===== src/rtl/vtc_param_if.sv =====
// Video timing output bundle: raw counters, sync levels, active-region
// coordinates and the per-line / per-frame pulses of one timing generator.
interface vtc_param_if #(
    parameter int unsigned CNT_W = 12
) ();
    logic             hSync;
    logic             vSync;
    logic [CNT_W-1:0] hPixel;
    logic [CNT_W-1:0] line;
    logic             video_active;
    logic [CNT_W-1:0] active_x;
    logic [CNT_W-1:0] active_y;
    logic             line_start;
    logic             frame_start;

    // Timing generator side drives everything.
    modport master (
        output hSync, vSync, hPixel, line, video_active,
        output active_x, active_y, line_start, frame_start
    );

    // Consumers (pixel pipeline, display PHY) only observe.
    modport slave (
        input hSync, vSync, hPixel, line, video_active,
        input active_x, active_y, line_start, frame_start
    );
endinterface


===== src/rtl/vtc_param.sv =====
// Parameterised video timing controller.
// Line layout is sync, back porch, active, front porch (same order for frames).
// All outputs are registered and decoded from the counter values they are
// presented with, so there is no skew between counters and decoded signals.
// Optional macro VTC_RUNTIME_TIMING_EN adds a cfg_valid/cfg_ready/cfg_timing
// handshake that loads a shadow timing set, made live at the next (0,0) wrap.
module vtc_param #(
    parameter int unsigned H_ACTIVE  = 640,
    parameter int unsigned H_FP      = 16,
    parameter int unsigned H_SYNC    = 96,
    parameter int unsigned H_BP      = 48,
    parameter int unsigned V_ACTIVE  = 480,
    parameter int unsigned V_FP      = 10,
    parameter int unsigned V_SYNC    = 2,
    parameter int unsigned V_BP      = 33,
    parameter bit          HSYNC_POL = 1'b0,
    parameter bit          VSYNC_POL = 1'b0,
    parameter int unsigned CNT_W     = 12
) (
    input  logic               clock_in,
    input  logic               reset,
    input  logic               ce,
`ifdef VTC_RUNTIME_TIMING_EN
    input  logic               cfg_valid,
    output logic               cfg_ready,
    input  logic [8*CNT_W-1:0] cfg_timing,
`endif
    vtc_param_if.master        vid
);

    // Two spare bits so porch/sync sums never overflow.
    localparam int unsigned SW = CNT_W + 2;

    // Field order matches cfg_timing packing, H_ACTIVE in the MSBs.
    typedef struct packed {
        logic [CNT_W-1:0] h_act;
        logic [CNT_W-1:0] h_fp;
        logic [CNT_W-1:0] h_sync;
        logic [CNT_W-1:0] h_bp;
        logic [CNT_W-1:0] v_act;
        logic [CNT_W-1:0] v_fp;
        logic [CNT_W-1:0] v_sync;
        logic [CNT_W-1:0] v_bp;
    } timing_t;

    localparam timing_t ParamTiming = '{
        h_act:  CNT_W'(H_ACTIVE),
        h_fp:   CNT_W'(H_FP),
        h_sync: CNT_W'(H_SYNC),
        h_bp:   CNT_W'(H_BP),
        v_act:  CNT_W'(V_ACTIVE),
        v_fp:   CNT_W'(V_FP),
        v_sync: CNT_W'(V_SYNC),
        v_bp:   CNT_W'(V_BP)
    };

    // live: timing governing the current frame (wrap points).
    // nxt:  timing governing the position being loaded this edge (decode).
    timing_t live;
    timing_t nxt;

    logic [CNT_W-1:0] h_q, h_d;
    logic [CNT_W-1:0] v_q, v_d;
    logic             hs_q, hs_d;
    logic             vs_q, vs_d;
    logic             va_q, va_d;
    logic [CNT_W-1:0] ax_q, ax_d;
    logic [CNT_W-1:0] ay_q, ay_d;
    logic             ls_q, ls_d;
    logic             fs_q, fs_d;
    logic             frame_wrap;

    logic [SW-1:0] h_last_val, v_last_val;
    logic          h_last, v_last;
    logic [SW-1:0] h_beg, h_end, v_beg, v_end;
    logic          h_in, v_in;
    logic          nxt_fp_unused;

`ifdef VTC_RUNTIME_TIMING_EN
    timing_t live_q;
    timing_t shadow_q;
    logic    pending_q;
    logic    cfg_ready_q;
    logic    capture;
    logic    apply;

    assign capture   = cfg_valid & cfg_ready_q;
    // pending_q is the pre-edge value, so a capture on the wrap edge itself
    // waits for the following frame.
    assign apply     = frame_wrap & pending_q;
    assign live      = live_q;
    assign nxt       = apply ? shadow_q : live_q;
    assign cfg_ready = cfg_ready_q;

    // Shadow capture and frame-aligned hand-over of runtime timing.
    always_ff @(posedge clock_in or negedge reset) begin
        if (!reset) begin
            live_q      <= ParamTiming;
            shadow_q    <= ParamTiming;
            pending_q   <= 1'b0;
            cfg_ready_q <= 1'b1;
        end else begin
            if (apply) begin
                live_q    <= shadow_q;
                pending_q <= 1'b0;
            end
            if (capture) begin
                shadow_q  <= timing_t'(cfg_timing);
                pending_q <= 1'b1;
            end
            // Ready drops on capture and returns one cycle after the hand-over.
            cfg_ready_q <= capture ? 1'b0 : ~pending_q;
        end
    end
`else
    assign live = ParamTiming;
    assign nxt  = ParamTiming;
`endif

    assign h_last_val = SW'(live.h_sync) + SW'(live.h_bp) + SW'(live.h_act)
                      + SW'(live.h_fp) - SW'(1);
    assign v_last_val = SW'(live.v_sync) + SW'(live.v_bp) + SW'(live.v_act)
                      + SW'(live.v_fp) - SW'(1);
    assign h_last     = (SW'(h_q) == h_last_val);
    assign v_last     = (SW'(v_q) == v_last_val);

    assign h_beg = SW'(nxt.h_sync) + SW'(nxt.h_bp);
    assign h_end = h_beg + SW'(nxt.h_act);
    assign v_beg = SW'(nxt.v_sync) + SW'(nxt.v_bp);
    assign v_end = v_beg + SW'(nxt.v_act);
    assign h_in  = (SW'(h_d) >= h_beg) && (SW'(h_d) < h_end);
    assign v_in  = (SW'(v_d) >= v_beg) && (SW'(v_d) < v_end);

    // Front porches only matter for the wrap points, which use live timing.
    assign nxt_fp_unused = ^{nxt.h_fp, nxt.v_fp};

    // Next counter position; line only advances on the hPixel wrap.
    always_comb begin
        h_d        = h_q;
        v_d        = v_q;
        frame_wrap = 1'b0;
        if (ce) begin
            if (h_last) begin
                h_d = '0;
                if (v_last) begin
                    v_d        = '0;
                    frame_wrap = 1'b1;
                end else begin
                    v_d = v_q + 1'b1;
                end
            end else begin
                h_d = h_q + 1'b1;
            end
        end
    end

    // Decode from the next position so outputs line up with the counters.
    always_comb begin
        hs_d = hs_q;
        vs_d = vs_q;
        va_d = va_q;
        ax_d = ax_q;
        ay_d = ay_q;
        ls_d = 1'b0;
        fs_d = 1'b0;
        if (ce) begin
            hs_d = (SW'(h_d) < SW'(nxt.h_sync)) ? HSYNC_POL : ~HSYNC_POL;
            vs_d = (SW'(v_d) < SW'(nxt.v_sync)) ? VSYNC_POL : ~VSYNC_POL;
            va_d = h_in & v_in;
            ax_d = (h_in & v_in) ? CNT_W'(SW'(h_d) - h_beg) : '0;
            ay_d = (h_in & v_in) ? CNT_W'(SW'(v_d) - v_beg) : '0;
            ls_d = (h_d == '0);
            fs_d = (h_d == '0) && (v_d == '0);
        end
    end

    // Counter and output registers; reset parks syncs at their idle level.
    always_ff @(posedge clock_in or negedge reset) begin
        if (!reset) begin
            h_q  <= '0;
            v_q  <= '0;
            hs_q <= ~HSYNC_POL;
            vs_q <= ~VSYNC_POL;
            va_q <= 1'b0;
            ax_q <= '0;
            ay_q <= '0;
            ls_q <= 1'b0;
            fs_q <= 1'b0;
        end else begin
            h_q  <= h_d;
            v_q  <= v_d;
            hs_q <= hs_d;
            vs_q <= vs_d;
            va_q <= va_d;
            ax_q <= ax_d;
            ay_q <= ay_d;
            ls_q <= ls_d;
            fs_q <= fs_d;
        end
    end

    assign vid.hPixel       = h_q;
    assign vid.line         = v_q;
    assign vid.hSync        = hs_q;
    assign vid.vSync        = vs_q;
    assign vid.video_active = va_q;
    assign vid.active_x     = ax_q;
    assign vid.active_y     = ay_q;
    assign vid.line_start   = ls_q;
    assign vid.frame_start  = fs_q;

endmodule


===== src/flat_wrapper.sv =====
// flat-port wrapper written by rule: the top's interface ports become plain ports
module vtc_param_flat 
#(
    parameter int unsigned H_ACTIVE  = 640,
    parameter int unsigned H_FP      = 16,
    parameter int unsigned H_SYNC    = 96,
    parameter int unsigned H_BP      = 48,
    parameter int unsigned V_ACTIVE  = 480,
    parameter int unsigned V_FP      = 10,
    parameter int unsigned V_SYNC    = 2,
    parameter int unsigned V_BP      = 33,
    parameter bit          HSYNC_POL = 1'b0,
    parameter bit          VSYNC_POL = 1'b0,
    parameter int unsigned CNT_W     = 12
)
  (clock_in, reset, ce, vid_hSync, vid_vSync, vid_hPixel, vid_line, vid_video_active, vid_active_x, vid_active_y, vid_line_start, vid_frame_start);
  vtc_param_if #(.CNT_W(CNT_W)) vid_i ();
  input  logic clock_in;
  input  logic reset;
  input  logic ce;
  output wire logic [$bits(vid_i.hSync)-1:0] vid_hSync;
  output wire logic [$bits(vid_i.vSync)-1:0] vid_vSync;
  output wire logic [$bits(vid_i.hPixel)-1:0] vid_hPixel;
  output wire logic [$bits(vid_i.line)-1:0] vid_line;
  output wire logic [$bits(vid_i.video_active)-1:0] vid_video_active;
  output wire logic [$bits(vid_i.active_x)-1:0] vid_active_x;
  output wire logic [$bits(vid_i.active_y)-1:0] vid_active_y;
  output wire logic [$bits(vid_i.line_start)-1:0] vid_line_start;
  output wire logic [$bits(vid_i.frame_start)-1:0] vid_frame_start;
  assign vid_hSync = vid_i.hSync;
  assign vid_vSync = vid_i.vSync;
  assign vid_hPixel = vid_i.hPixel;
  assign vid_line = vid_i.line;
  assign vid_video_active = vid_i.video_active;
  assign vid_active_x = vid_i.active_x;
  assign vid_active_y = vid_i.active_y;
  assign vid_line_start = vid_i.line_start;
  assign vid_frame_start = vid_i.frame_start;
  vtc_param #(.H_ACTIVE(H_ACTIVE), .H_FP(H_FP), .H_SYNC(H_SYNC), .H_BP(H_BP), .V_ACTIVE(V_ACTIVE), .V_FP(V_FP), .V_SYNC(V_SYNC), .V_BP(V_BP), .HSYNC_POL(HSYNC_POL), .VSYNC_POL(VSYNC_POL), .CNT_W(CNT_W)) u_core (.clock_in(clock_in), .reset(reset), .ce(ce), .vid(vid_i));
endmodule

===== config.mk =====
export PLATFORM = sky130hd
export DESIGN_NAME = vtc_param_flat
export DESIGN_NICKNAME = d
export VERILOG_FILES = /design/src/rtl/vtc_param_if.sv /design/src/rtl/vtc_param.sv /design/src/flat_wrapper.sv
export SDC_FILE = /design/constraint.sdc
export NUM_CORES = 1
export LEC_CHECK = 0
export BUFFER_PORTS_ARGS = -buffer_cell sky130_fd_sc_hd__buf_2
export CAP_MARGIN = 20
export CORE_AREA = 2 2 110 80
export DETAILED_ROUTE_END_ITERATION = 8
export DIE_AREA = 0 0 112 82
export SKIP_CTS_REPAIR_TIMING = 1
export SLEW_MARGIN = 0
export SYNTH_ARGS = -nofsm -noshare
export SYNTH_HDL_FRONTEND = slang
export SYNTH_SLANG_ARGS = --single-unit

===== constraint.sdc =====
create_clock -name clock_in -period 3.91 [get_ports clock_in]
set_input_delay 0.782 -clock clock_in [delete_from_list [all_inputs] [get_ports clock_in]]
set_output_delay 0.782 -clock clock_in [all_outputs]
set_load 0.01 [all_outputs]

# Word-level counts from Yosys, hierarchy flattened
# Index checks and enable logic that the tools add are counted.
# word_totals
wordCells	38
register_bits	53
output_inout_bits	53
# classes
n_eq_ne	2
magnitude_cmp	6
bitwise_logic	1
reduce_logical	5
addsub	4
mux	11
# ops
op	count
$mux W12	7
$add A12 B1 Y12 const B	2
$eq A12 B10 Y1 const B	2
$logic_not A12 Y1	2
$lt A12 B10 Y1 const B	2
$ge A12 B6 Y1 const B	1
$ge A12 B8 Y1 const B	1
$lt A12 B2 Y1 const B	1
$lt A12 B7 Y1 const B	1
$sub A12 B6 Y12 const B	1
$sub A12 B8 Y12 const B	1
$mux W1	4
$logic_and A1 B1 Y1	3
$and A1 B1 Y1	1

# Depth between registers and ports, before layout
# Gate-level depths: netlist (run 1).
# depth
word_depth	8
mapped_depth	16

# Least setup slack after synthesis (run 1)
# Ideal clock, no wire load.
# synth_path
path_kind	register to register
start	reg u_core.h_q[0], in the netlist u_core.vid.hPixel[0]
end	reg u_core.ay_q[3], in the netlist u_core.vid.active_y[3]
path_slack_ps	566
path_stages_with_launch	16
t_arrival_ps	3223
required_ps	3789
path_cell_list	dfrtp_1 > ha_1 > buf_4 > nand4b_1 > or3_1 > buf_2 > buf_2 > a21oi_1 > inv_1 > ha_1 > o21ai_0 > a21oi_1 > o21a_1 > buf_6 > buf_6 > a22o_1
# synth_between
elab_chain_len	7
word_cells_on_any_way	15
classes_between	add/sub: 2; order compare: 4; eq/ne: 1; mux: 5; bitwise: 1; reduce/logical: 2
# synth_rtl
element	line	source
start, declared	vtc_param.sv:62	logic [CNT_W-1:0] h_q, h_d;
start signal, assigned	vtc_param.sv:180	h_q <= '0;
start signal, assigned	vtc_param.sv:190	h_q <= h_d;
$eq A12 B10 Y1 *	vtc_param.sv:124	assign h_last = (SW'(h_q) == h_last_val);
$mux W12 *	vtc_param.sv:143	if (h_last) begin
$mux W12 *	vtc_param.sv:142	if (ce) begin
named net u_core.v_d[1]	vtc_param.sv:63	logic [CNT_W-1:0] v_q, v_d;
$ge A12 B6 Y1 or $lt A12 B10 Y1 (tied branches)	vtc_param.sv:132	assign v_in = (SW'(v_d) >= v_beg) && (SW'(v_d) < v_end);
$logic_and A1 B1 Y1	vtc_param.sv:132	
$and A1 B1 Y1	vtc_param.sv:171	ay_d = (h_in & v_in) ? CNT_W'(SW'(v_d) - v_beg) : '0;
$mux W12 *	vtc_param.sv:171	
end signal, assigned	vtc_param.sv:196	ay_q <= ay_d;
end, declared	vtc_param.sv:68	logic [CNT_W-1:0] ay_q, ay_d;
# The timed path passes the listed nets; every way through them passes the cells marked *.
# A chain may end at the register's enable or synchronous reset.

# Worst setup path in the final report (run 1)
# layout_path
start	reg u_core.h_q[1], in the netlist u_core.vid.hPixel[1]
end	reg u_core.ay_q[5], in the netlist u_core.vid.active_y[5]
# layout_between
elab_chain_len	7
word_cells_on_any_way	15
classes_between	add/sub: 2; order compare: 4; eq/ne: 1; mux: 5; bitwise: 1; reduce/logical: 2
# layout_rtl
element	line	source
$add A12 B1 Y12 or $eq A12 B10 Y1 (tied branches)	vtc_param.sv:152, vtc_param.sv:124	
$mux W12	vtc_param.sv:143	
$mux W12	vtc_param.sv:142	
$ge A12 B8 Y1, or another cell as far along	vtc_param.sv:131	assign h_in = (SW'(h_d) >= h_beg) && (SW'(h_d) < h_end);
$logic_and A1 B1 Y1, on equally long branches	vtc_param.sv:131, vtc_param.sv:132	
$and A1 B1 Y1	vtc_param.sv:171	
$mux W12 *	vtc_param.sv:171	
# Mark *: on every way between the ends. The rest lies on a longest branch, timed or not.

==> results by group, run 1 <==
Clock network
  • Maximum clock path buffer count: 2
  • Clk slew on worst S/H paths: 0.07 ns
  • TritonCTS clock tree: done
  • Number of H-tree levels: 2
  • Worst skew pair latency: a little under 0.3 ns
  • Clk sinks: 53
  • CTS buffer count: 5
  • Root buf cell: clkbuf_16

STA
  • Rel. slew slack: a little over two fifths
  • Clock skew: between 0.004 and 0.005 ns
  • F_max: 282 MHz
  • Setup TNS: 0 ns
  • Final hold violation count: 0
  • Unrepaired setup endpoints after global routing: false
  • Slew @ Worst Pin: slightly below 0.9 ns
  • Max Transition Viols Final: 0
  • Period utilization: roughly 91%
  • Final setup viols: 0
  • Final min period: roughly 3.6 ns

Worst setup path
  • Critical Setup Path Class: flip-flop to flip-flop
  • R2R Path Start: u_core.vid.hPixel[1]
  • FF-to-FF path depth: 9
  • R2r setup slk: 0.36 ns
  • Required time of the critical path: 4.13 ns
  • Startpoint class of the critical path: flip-flop
  • CP cell instances: ha_1 -> nand4b_1 -> or3_1 -> nor4_4 -> mux2_1 -> o22ai_1 -> and4_4 -> o21a_1 -> a22o_1
  • Worst EP arrival: ~3.8 ns
  • CP Capture Type: flip-flop
  • CP max stage cell: or3_1
  • Crit Path Max Fanout: 17
  • Slowest stage delay, CP: 0.54 ns
  • Worst r2r dst: u_core.vid.active_y[5]

Hold path
  • Hold Path Stages: 1
  • Hold path startpoint: u_core.vid.active_x[11]
  • Hold EP: u_core.vid.active_x[11]
  • Hold Crit Class: flip-flop to flip-flop

Route
  • DR vias: approximately 2700
  • DRT Pass-1 Iters: 4
  • Drt wl/cell: approximately 17 µm
  • Routed wire length: roughly 8300 µm
  • Drt initial violations: about 180
  • DRC Markers: 0
  • Vias/cell: about 5.5
  • Routed Antenna Nets: 0

Cells and area
  • Register area: 1330 µm²
  • Core Util, Final: 45.3%
  • Area Growth Syn to Fin: 17.2%
  • Multi-input combinational cell area: 1650 µm²
  • Layout Nets: between 300 and 400
  • Ant. Diodes: 0
  • Fillers: 807
  • Layout cells sized above 1: 22.1%
  • Most frequent cells in the layout: buf_2, dfrtp_1, nor2_1
  • Commonest non-fill, non-tap cell in the layout: buf_2

Synthesis
  • Top cells by area, synth: dfrtp_1, xor2_1, nor2_1, xnor2_1, a22o_1
  • Syn avg cell area: between 9 and 10 µm²
  • FF+latch count, synth: 53
  • Prevailing post-synth register cell: dfrtp_1
  • Async set or reset register ratio after synthesis: between 90% and 100%
  • Synth warnings: 0
  • Mapped Nets: ~350
  • Synthesized area: around 3200 µm²
  • Number of flops mapped to enable cells by yosys: 0
  • Mapped Cells: between 300 and 400
  • Cell taking the most area after synthesis: dfrtp_1
  • Post-synthesis sequential area ratio: a little over two fifths
  • Yosys cell types: 58
  • Yosys top cell area share: a little over 40%

GRT
  • GRT overflow: 0
  • Vias in the first global route: between 2000 and 2500
  • Largest net degree at the start of global routing: 37
  • First-pass GRT wire length: 13200 µm
  • Initial antenna violation count: 0
  • GRT Total Usage: between 10% and 20%

Die
  • IO Count: 56
  • Die area: just over 9000 µm²
  • Rows: 28
  • Initial core utilization: between 30% and 40%
  • Die Ht: between 80 and 90 µm
  • Core ar.: 8200 µm²
  • Die Width: between 100 and 150 µm

Place
  • Gpl congestion: about 0.86
  • Port bufs: between 50 and 60
  • Final HPWL DP: 6210 µm

Pwr
  • Leak: roughly 1.8 nW
  • Total power: between 1 and 1.5 mW
  • PD cells: 364 nW/µm²
  • VDD IR max: around 0.00021 V

Outcome
  • Status: complete, no violations

Job
  • Maxcap violations: 0
## area by class of cell
class / instances / area share, %
Inverter: 20 / 2.02
Clock inverter: 2 / 0.370
Multi-Input combinational cell: 240 / 44.4
Clock buffer: 6 / 3.74
Tap cell: 105 / 3.53
Timing Repair Buffer: 69 / 10.2
Sequential cell: 53 / 35.7
## cells in the mapped netlist, drive strengths merged, types with 2 or more instances
cell     instances
clkbuf           6
xor2            15
a31oi            2
mux2             2
xnor2           13
buf             16
o21a             8
nand3           10
nor2            33
a311oi           2
and3             5
inv             19
a22o            12
nand4b           3
and2             3
nor3            10
o2bb2ai          7
nor2b            8
ha               7
a21o             2
a31o             5
o311ai           2
or3              4
nor3b            2
nor4             9
dfrtp           51
and4b            2
o21ai           11
o31ai            4
a21oi           10
o211ai           2
o21bai           3
nand2           21
nand4bb          2
nand4            5
nand3b           2
and4             5
dfstp            2
## worst max path at each step
stage / from / endpoint / cells past startpoint
6_report: u_core.vid.hPixel[1] / u_core.vid.active_y[5] / 9
4_1_cts: u_core.vid.hPixel[0] / u_core.vid.active_y[5] / 9
3_5_place_dp: ce / u_core.vid.active_y[8] / 9
2_1_floorplan: u_core.vid.hPixel[0] / u_core.vid.active_y[3] / 15
3_3_place_gp: ce / u_core.vid.active_y[8] / 9
5_1_grt: u_core.vid.hPixel[0] / u_core.vid.active_y[5] / 9
## per-stage QoR
stage                     cell area [µm²]  setup WS [ns]  hold WS (ns)  cells
after CTS                            3720          0.364         0.492    495
after global placement               3560          0.210         0.476    487
after floorplan                      3170          0.566         0.486    335
final                                3720          0.359         0.488    495
after detailed placement             3560          0.182         0.470    487
after global routing                 3720          0.140         0.516    495
## metal layers
| metal | track usage [%] | routed length [µm] |
|---|---|---|
| met5 | 0 | 0 |
| met4 | 3.66 | 76 |
| met3 | 3.47 | 544 |
| met2 | 24.1 | 3080 |
| met1 | 30.5 | 4600 |
## critical path, delay by kind of cell (launching register included)
family          cells  cell delay (ns)
flops               1             0.48
fa+ha+maj           1             0.23
compound gates      3             1.03
simple gates        4             1.36
mux                 1             0.36
## power by group
group | internal, mW | leakage, nW | total (mW) | switching, mW
logic | 0.104 | 1.02 | 0.271 | 0.167
registers | 0.575 | 0.708 | 0.631 | 0.0567
clock network | 0.255 | 0.0768 | 0.451 | 0.196
## registers in the layout, indices dropped and copies added (netlist names), 12 cells and up
signal and flops:
u_core.vid.active_x 12, u_core.vid.active_y 12, u_core.vid.hPixel 12, u_core.vid.line 12
## cell families (layout without fill, tap and decap cells)
logic type | after synthesis | after routing | synth area share [%]
simple gates | 125 | 125 | 22.6
buf+inv | 42 | 97 | 6.08
flops | 53 | 53 | 41.9
mux | 2 | 2 | 0.710
fa+ha+maj | 7 | 7 | 2.76
compound gates | 78 | 78 | 18.2
xor+xnor | 28 | 28 | 7.73
Power figures use the tool's default switching activity.
==> run 2, diff against run 1 <==
--- a/config.mk
+++ b/config.mk
@@ -7,9 +7,10 @@
 export LEC_CHECK = 0
 export BUFFER_PORTS_ARGS = -buffer_cell sky130_fd_sc_hd__buf_2
 export CAP_MARGIN = 20
-export CORE_AREA = 2 2 110 80
+export CORE_AREA = 2 2 93 95
 export DETAILED_ROUTE_END_ITERATION = 8
-export DIE_AREA = 0 0 112 82
+export DIE_AREA = 0 0 95 97
+export RECOVER_POWER = 25
 export SKIP_CTS_REPAIR_TIMING = 1
 export SLEW_MARGIN = 0
 export SYNTH_ARGS = -nofsm -noshare
==> results by group, run 2 (same netlist as run 1, synthesis figures left out) <==
Route
  • DRT Pass-1 Iters: 4 (unchanged)
  • Drt wl/cell: 16.1 µm (-4.0%)
  • Routed Antenna Nets: 0 (unchanged)
  • Vias/cell: 5.47 (about the same)
  • Drt initial violations: 183 (+4.6%)
  • DRC Markers: 0 (unchanged)
  • Routed wire length: 7890 µm (-5.0%)
  • DR vias: 2680 (-1.1%)

STA
  • Clock skew: 0.0109 ns (+0.00622 ns)
  • Rel. slew slack: -11.4% (-54 points)
  • Final hold violation count: 0 (unchanged)
  • F_max: 273 MHz (-3.2%)
  • Final setup viols: 0 (unchanged)
  • Setup TNS: 0 ns (unchanged)
  • Final setup margin: 0.243 ns (-0.116 ns)
  • Period utilization: 93.8% (+3.0 points)
  • Max Transition Viols Final: 32 (+32)
  • Slew @ Worst Pin: 1.67 ns (+0.807 ns)
  • Final min period: 3.67 ns (+0.116 ns)
  • Unrepaired setup endpoints after global routing: false

Worst setup path
  • Startpoint class of the critical path: flip-flop
  • Setup crit start: u_core.vid.hPixel[0]
  • CP Capture Type: flip-flop
  • Worst EP arrival: 3.92 ns (+0.15 ns)
  • Required time of the critical path: 4.16 ns (+0.03 ns)
  • Critical Setup Path Class: flip-flop to flip-flop
  • Crit Path Max Fanout: 17 (unchanged)
  • R2R Path Start: u_core.vid.hPixel[0]

Pwr
  • VDD IR max: 0.000167 V (-20%)
  • Leak: 1.76 nW (-2.9%)
  • PD cells: 353 nW/µm² (-3.0%)

GRT
  • Largest net degree at the start of global routing: 32 (-14%)
  • GRT Total Usage: 18.1% (-0.33 points)
  • GRT overflow: 0 (unchanged)
  • Vias in the first global route: 2504 (+3.1%)
  • Initial antenna violation count: 0 (unchanged)
  • First-pass GRT wire length: 13100 µm (-1.4%)

Cells and area
  • Layout Nets: 394 (-1.3%)
  • Ant. Diodes: 0 (unchanged)
  • Commonest non-fill, non-tap cell in the layout: buf_2
  • Area Growth Syn to Fin: 14.7%
  • Layout cells sized above 1: 20.0% (-2.1 points)
  • Final non-filler cell total: 490 (-1.0%)
  • Fillers: 817 (+1.2%)
  • Core Util, Final: 44.7% (-0.63 points)
  • Most frequent cells in the layout: buf_2, dfrtp_1, nor2_1

Die
  • Die Width: 95 µm (-15%)
  • Core ar.: 8130 µm² (-0.78%)
  • IO Count: 56 (unchanged)
  • Die area: 9220 µm² (+0.34%)
  • Rows: 33 (+18%)
  • Die Ht: 97 µm (+18%)
  • Initial core utilization: 39.0% (+0.30 points)

Hold path
  • Hold path startpoint: u_core.vid.active_y[7]
  • Hold Crit Class: flip-flop to flip-flop

Outcome
  • Failing checks: capacitance limit, slew limit
  • Status: complete, but fails checks

Clock network
  • CTS buffer count: 5 (unchanged)
  • Clk slew on worst S/H paths: 0.09 ns (+0.02 ns)
  • Worst skew pair latency: 0.31 ns (+0.02 ns)
  • TritonCTS clock tree: done
  • Clk sinks: 53 (unchanged)
  • Number of H-tree levels: 2 (unchanged)
  • Root buf cell: clkbuf_8
  • Maximum clock path buffer count: 2 (unchanged)

Place
  • Gpl congestion: 0.846 (-1.5%)
  • Port bufs: 55 (unchanged)
  • Final HPWL DP: 5900 µm (-5.0%)
  • Placed instance count: 482 (-1.0%)
  • DP Worst Slack: 0.0216 ns (-0.160 ns)

Job
  • Maxcap violations: 1 (+1)
-- run 2: cell types whose count changed in the layout (fill, tap and decap cells not counted), sizes merged --
| cell | delta |
|---|---|
| buf | -8 |
| bufinv | +1 |
| clkbuf | +4 |
| clkinv | -2 |
-- run 2: worst max-delay path: stages (launching register included) --
cell and delay [ns]:
dfrtp_1 0.47, ha_1 0.21, nand4b_1 0.12, or3_1 0.51, buf_4 0.24, nor4_4 0.35, mux2_1 0.36, o22ai_1 0.25
and4_4 0.27, o21a_1 0.58, a31o_1 0.24
-- run 2: cell type report --
class / count / area, µm² / area share (%)
Multi-Input combinational cell: 240 / 1650 / 45.3
Inverter: 20 / 75.1 / 2.06
Tap cell: 105 / 131 / 3.61
Clock inverter: 1 / 30.0 / 0.826
Sequential cell: 53 / 1330 / 36.5
Timing Repair Buffer: 64 / 337 / 9.25
Clock buffer: 7 / 86.3 / 2.37
-- run 2: power by group --
part	internal [mW]	switching [mW]	leakage, nW
sequential	0.575	0.0478	0.708
combinational	0.106	0.167	0.990
clock	0.209	0.180	0.0585
-- run 2: routing by layer --
metal / up-vias / track usage (%) / share of wire (%)
met5: - / 0 / 0
met4: 0 / 4.68 / 1.2
met3: 6 / 2.57 / 3.5
met2: 47 / 28.9 / 49
met1: 1325 / 25.6 / 46
li1: 1302 / - / -
-- run 2: final timing paths --
kind / end / slack [ns] / cells past startpoint
setup / recovery: u_core.vid.active_y[8] / 0.24 / 10
hold / removal: u_core.vid.active_y[7] / 0.49 / 1
setup reg to reg: u_core.vid.active_y[8] / 0.24 / 10
hold reg to reg: u_core.vid.active_y[7] / 0.49 / 1
max in group asynchronous: u_core.vid.hPixel[1] / 1.13 / 2
min in group asynchronous: u_core.vid.line[11] / 0.89 / 1
-- run 2: through the flow --
stage,cell area (µm²),hold WS (ns),total power [mW]
final,3640,0.493,1.28
after global routing,3640,0.513,1.36
after CTS,3640,0.498,1.30
after detailed placement,3530,0.473,0.912
after global placement,3530,0.470,0.909
after floorplan,3170,0.486,0.814
